`src/rtl/dout_writer.sv`:
```
// dout_writer: transmit side of the ADC serial DOUT interface (ADC emulator).
// Shifts {ch1_i, ch2_i} out MSB-first as one frame per accepted start_i.
// drdy_o is held low for the whole frame. dout_o changes only on dclk falling
// edges, so a receiver samples it on the dclk rising edge.
//
// Ports:
//   clk_i    in   system clock
//   reset_i  in   synchronous reset, active-high (priority over start_i)
//   start_i  in   frame request, accepted only while busy_o=0
//   ch1_i    in   channel-1 word (signed), captured on acceptance
//   ch2_i    in   channel-2 word (signed), captured on acceptance
//   drdy_o   out  frame-active strobe, active-low
//   dclk_o   out  serial clock
//   dout_o   out  serial data
//   busy_o   out  frame in progress
//   done_o   out  one-cycle pulse on the final dclk falling edge
module dout_writer #(
  parameter int unsigned DATA_W    = 24,
  parameter int unsigned CLK_DIV   = 4,
  parameter int unsigned DRDY_LEAD = 8
) (
  input  logic              clk_i,
  input  logic              reset_i,
  input  logic              start_i,
  input  logic [DATA_W-1:0] ch1_i,
  input  logic [DATA_W-1:0] ch2_i,
  output logic              drdy_o,
  output logic              dclk_o,
  output logic              dout_o,
  output logic              busy_o,
  output logic              done_o
);

  localparam int unsigned FRAME_W = 2 * DATA_W;
  localparam int unsigned CNT_MAX = (CLK_DIV > DRDY_LEAD) ? CLK_DIV : DRDY_LEAD;
  localparam int unsigned CNT_W   = (CNT_MAX > 1) ? $clog2(CNT_MAX) : 1;
  localparam int unsigned BIT_W   = $clog2(FRAME_W);

  localparam logic [CNT_W-1:0] LEAD_LAST = CNT_W'(DRDY_LEAD - 1);
  localparam logic [CNT_W-1:0] HALF_LAST = CNT_W'(CLK_DIV - 1);
  localparam logic [BIT_W-1:0] BIT_LAST  = BIT_W'(FRAME_W - 1);

  typedef enum logic [1:0] {IDLE, LEAD, HIGH, LOW} state_t;

  state_t             state, state_nxt;
  logic [CNT_W-1:0]   cnt, cnt_d;
  logic [BIT_W-1:0]   bitcnt, bitcnt_d;
  logic [FRAME_W-1:0] shreg, shreg_d;
  logic               drdy_d, dclk_d, dout_d, busy_d, done_d;
  logic               lead_end, half_end, last_bit;

  assign lead_end = (cnt == LEAD_LAST);
  assign half_end = (cnt == HALF_LAST);
  assign last_bit = (bitcnt == BIT_LAST);

  // State, datapath and registered outputs.
  always_ff @(posedge clk_i) begin
    if (reset_i) begin
      state  <= IDLE;
      cnt    <= '0;
      bitcnt <= '0;
      shreg  <= '0;
      drdy_o <= 1'b1;
      dclk_o <= 1'b0;
      dout_o <= 1'b0;
      busy_o <= 1'b0;
      done_o <= 1'b0;
    end else begin
      state  <= state_nxt;
      cnt    <= cnt_d;
      bitcnt <= bitcnt_d;
      shreg  <= shreg_d;
      drdy_o <= drdy_d;
      dclk_o <= dclk_d;
      dout_o <= dout_d;
      busy_o <= busy_d;
      done_o <= done_d;
    end
  end

  // Next state. The last falling edge returns straight to IDLE, so that
  // end-of-frame cycle can already accept the next start_i.
  always_comb begin
    state_nxt = state;
    unique case (state)
      IDLE:    if (start_i)  state_nxt = LEAD;
      LEAD:    if (lead_end) state_nxt = HIGH;
      HIGH:    if (half_end) state_nxt = last_bit ? IDLE : LOW;
      LOW:     if (half_end) state_nxt = HIGH;
      default: state_nxt = IDLE;
    endcase
  end

  // Register inputs for outputs and datapath. Outputs are derived from the
  // state being entered so that they are registered yet aligned with it.
  always_comb begin
    shreg_d  = shreg;
    bitcnt_d = bitcnt;
    dout_d   = dout_o;
    if (state == IDLE && start_i) begin
      shreg_d  = {ch1_i, ch2_i};
      bitcnt_d = '0;
      dout_d   = shreg_d[FRAME_W-1];
    end else if (state == HIGH && state_nxt == LOW) begin
      shreg_d  = shreg << 1;
      bitcnt_d = bitcnt + BIT_W'(1);
      dout_d   = shreg_d[FRAME_W-1];
    end else if (state_nxt == IDLE) begin
      dout_d   = 1'b0;
    end
    // Phase counter restarts on every state change and rests at zero in IDLE.
    cnt_d  = (state_nxt == state && state != IDLE) ? cnt + CNT_W'(1) : '0;
    drdy_d = (state_nxt == IDLE);
    busy_d = (state_nxt != IDLE);
    dclk_d = (state_nxt == HIGH);
    done_d = (state == HIGH) && (state_nxt == IDLE);
  end

endmodule

```
`config.mk`:
```
export PLATFORM = sky130hd
export DESIGN_NAME = dout_writer
export DESIGN_NICKNAME = d
export VERILOG_FILES = /design/src/rtl/dout_writer.sv
export SDC_FILE = /design/constraint.sdc
export NUM_CORES = 1
export LEC_CHECK = 0
export CORE_ASPECT_RATIO = 0.7
export CORE_MARGIN = 2
export CORE_UTILIZATION = 42
export CTS_CLUSTER_DIAMETER = 120
export DETAILED_ROUTE_END_ITERATION = 8
export PLACE_DENSITY = 0.65
export SYNTH_ARGS = -nofsm -noshare
export SYNTH_HDL_FRONTEND = slang
export SYNTH_SLANG_ARGS = --single-unit
```
`constraint.sdc`:
```
create_clock -name clk_i -period 2.7 [get_ports clk_i]
set_clock_uncertainty 0.05 [all_clocks]
set_input_delay 0.27 -clock clk_i [delete_from_list [all_inputs] [get_ports clk_i]]
set_output_delay 0.27 -clock clk_i [all_outputs]
set_load 0.02 [all_outputs]
```
==> results_dict.tcl <==
set metrics [dict create \
    status "finished clean" \
    postSynth.asyncResetShare_pct 0 \
    internal_power_mw 1.60 \
    synth_cell_types 39 \
    hold_class "flop to flop" \
    io_pins 56 \
    setup_viol 0 \
    period_share_pct 79.4 \
    place_congestion 0.819 \
    end_kind "flop" \
    viasPerCell 4.86 \
    fin_util_pct 55.8 \
    netlist_area_um2 2670 \
    pwr-share-seq_pct 49.4 \
    p_total_mw 2.05 \
    synth_mux_area_share_pct 17.3 \
    ys_ff_latch 63 \
    swShare_pct 22.0 \
    path_class "flop to flop" \
    yosysTopAreaCellShare_pct 47.3 \
    yosysMostFrequentCell "dfxtp_1" \
    tns_ns 0 \
    arrival_ns 2.32 \
    drt-initial-drc-count 73 \
    yosys.area.top_type "dfxtp_1" \
    tightest_slew_ns 0.520 \
    start_kind "flop" \
    synth_compound_area_share_pct 12.7 \
    portBuffers 55 \
    postRouteWirelength_mm 5.16 \
    power.leakage_nw 1.56 \
    layout.nets 389 \
    die-area_um2 7010 \
    htreeDepth 3 \
    antenna_found_initial 0 \
    fp.dieW_um 99.2 \
    detail-route-antenna-nets 0 \
    core_um2 6190 \
    cts_tree "done" \
    yosys.area_share.simple_pct 15.0 \
    cts_made_buffers 9 \
    ys_warn_count 0 \
    power.density_nw_per_um2 595 \
    avgSynthCellArea_um2 9.48 \
    cts_resized 0 \
    clock_sinks 63 \
    drive_above_1_share_pct 7.67 \
    synth-xor-area-share_pct 1.31 \
    p_sw_uw 453 \
    place_inst 401 \
    drc 0 \
    drv_slew 0 \
    start_util_pct 43.1 \
    dr_total_vias 2026 \
    grt_pass1_wl_mm 8.53 \
    die_h_um 70.6 \
    clkPwrFrac_pct 40.7 \
    routed-wl-met3_um 387 \
    cap_violations 0 \
    post-cts-setup-buffers 0 \
    synth.area.top_cells "dfxtp_1, mux2i_1, o21ai_1" \
    path_clk_slew_ns 0.06 \
    n_antenna_cell 0 \
    p_comb_share_pct 9.9 \
    fin_cells 417 \
    vdd_drop_max_v 0.000281 \
    ys_top_cells_by_count "dfxtp_1, nand2_1, mux2i_1, o21ai_1, nor2_1" \
    cts_hold_buffers 0 \
    syn-instance-count 281 \
    ys_seq_area_share_pct 47.3 \
    grt_pass1_vias 1909 \
    relSlewSlack_pct 65.3 \
    finalHoldViolCount 0 \
    clock_tree.buffer_depth 2 \
    rows 24 \
    met2_length_mm 2.12 \
    top_layer "met4" \
    drt_pass1_iterations 4 \
    cts_root_buffer "clkbuf_8" \
    synth_top_family_by_area "multiplexers" \
    grt-ovfl-total 0 \
    max_freq_mhz 466 \
    place_hpwl_mm 3.48 \
    whs_ns 0.381 \
    area_delta_synth_final_pct 29.6 \
    crit_path_max_fanout 13 \
    grt_max_degree 53 \
    wire_per_inst_um 12.4 \
    synth_edf_count 0 \
    wl_met1_mm 2.56 \
    nFillCells 575 \
    required_ns 2.88 \
    synthAdderAreaFrac_pct 1.88 \
    grt_usage_pct 15.6 \
    rsz0062_at_grt "no" \
    syn-num-nets 336 \
    synth_ff_type "dfxtp_1" \
    clkLatencyLatePin_ns 0.34 \
    fin_crit_ns 2.14 \
]
-- cell usage in the layout, fill, tap and decap left out, types with 2 or more instances in the layout --
master / n
dfxtp_1: 63
clkdlybuf4s50_1: 55
nand2_1: 53
mux2i_1: 46
o21ai_1: 46
nor2_1: 12
clkbuf_8: 12
buf_4: 5
a21oi_1: 4
ha_1: 4
nand2b_1: 3
inv_1: 2
nand3b_1: 2
xor2_1: 2
xnor2_1: 2
nor4_1: 2
clkinv_2: 2
-- per-layer routing --
layer  global-route usage (%)  up-vias
li1                         -     1072
met3                     7.31        8
met2                     22.7       56
met5                        0        -
met4                     7.61        0
met1                     19.5      890
-- cell families after synthesis --
logic type / count (synthesis)
multiplexers: 46
AND/OR/NAND/NOR: 83
adder cells (fa/ha/maj): 4
flip-flops: 63
AO/OA/AOI/OAI: 61
buffers and inverters: 20
XOR/XNOR: 4
-- power groups by stage --
stage          clock, mW  sequential, mW  combinational (mW)
2_1_floorplan          0            1.03               0.102
5_1_grt            0.917            1.02               0.226
6_report           0.836            1.02               0.203
4_1_cts            0.865            1.02               0.207
3_5_place_dp           0            1.04               0.205
3_3_place_gp           0            1.03               0.202
-- through the flow --
step | setup slack, ns | cell area [µm²]
2_1_floorplan | 0.870 | 2670
4_1_cts | 0.540 | 3450
5_1_grt | 0.375 | 3450
3_3_place_gp | 0.624 | 3250
6_report | 0.556 | 3450
3_5_place_dp | 0.579 | 3250
-- registers in the layout, indices dropped and copies added (netlist names) --
register and cells:
cnt 3, done_o 1, bitcnt 6, shreg 47, dclk_o 1, drdy_o 1, busy_o 1, dout_o 1
state 2
-- final cells by class --
class,instances,area (µm²),area share (%)
Sequential cell,63,1260,36.5
Inverter,2,7.51,0.217
Timing Repair Buffer,60,588,17.0
Tap cell,78,97.6,2.83
Clock buffer,13,169,4.89
Clock inverter,3,40.0,1.16
Multi-Input combinational cell,198,1290,37.4
-- critical path, cell delays in order, from the launching register on --
cell and delay (ns):
dfxtp_1 0.34, ha_1 0.19, ha_1 0.38, nand4_4 0.19, o211ai_4 0.22, buf_4 0.26
a31oi_1 0.15, or2_1 0.25
-- worst paths after layout --
path,endpoint,slack [ns],cells past startpoint,startpoint
max,busy_o,0.56,7,cnt[0]
max reg2reg,busy_o,0.56,7,cnt[0]
min,cnt[0],0.38,1,cnt[0]
min reg2reg,cnt[0],0.38,1,cnt[0]
No activity file was read; power rests on OpenSTA's default activity.
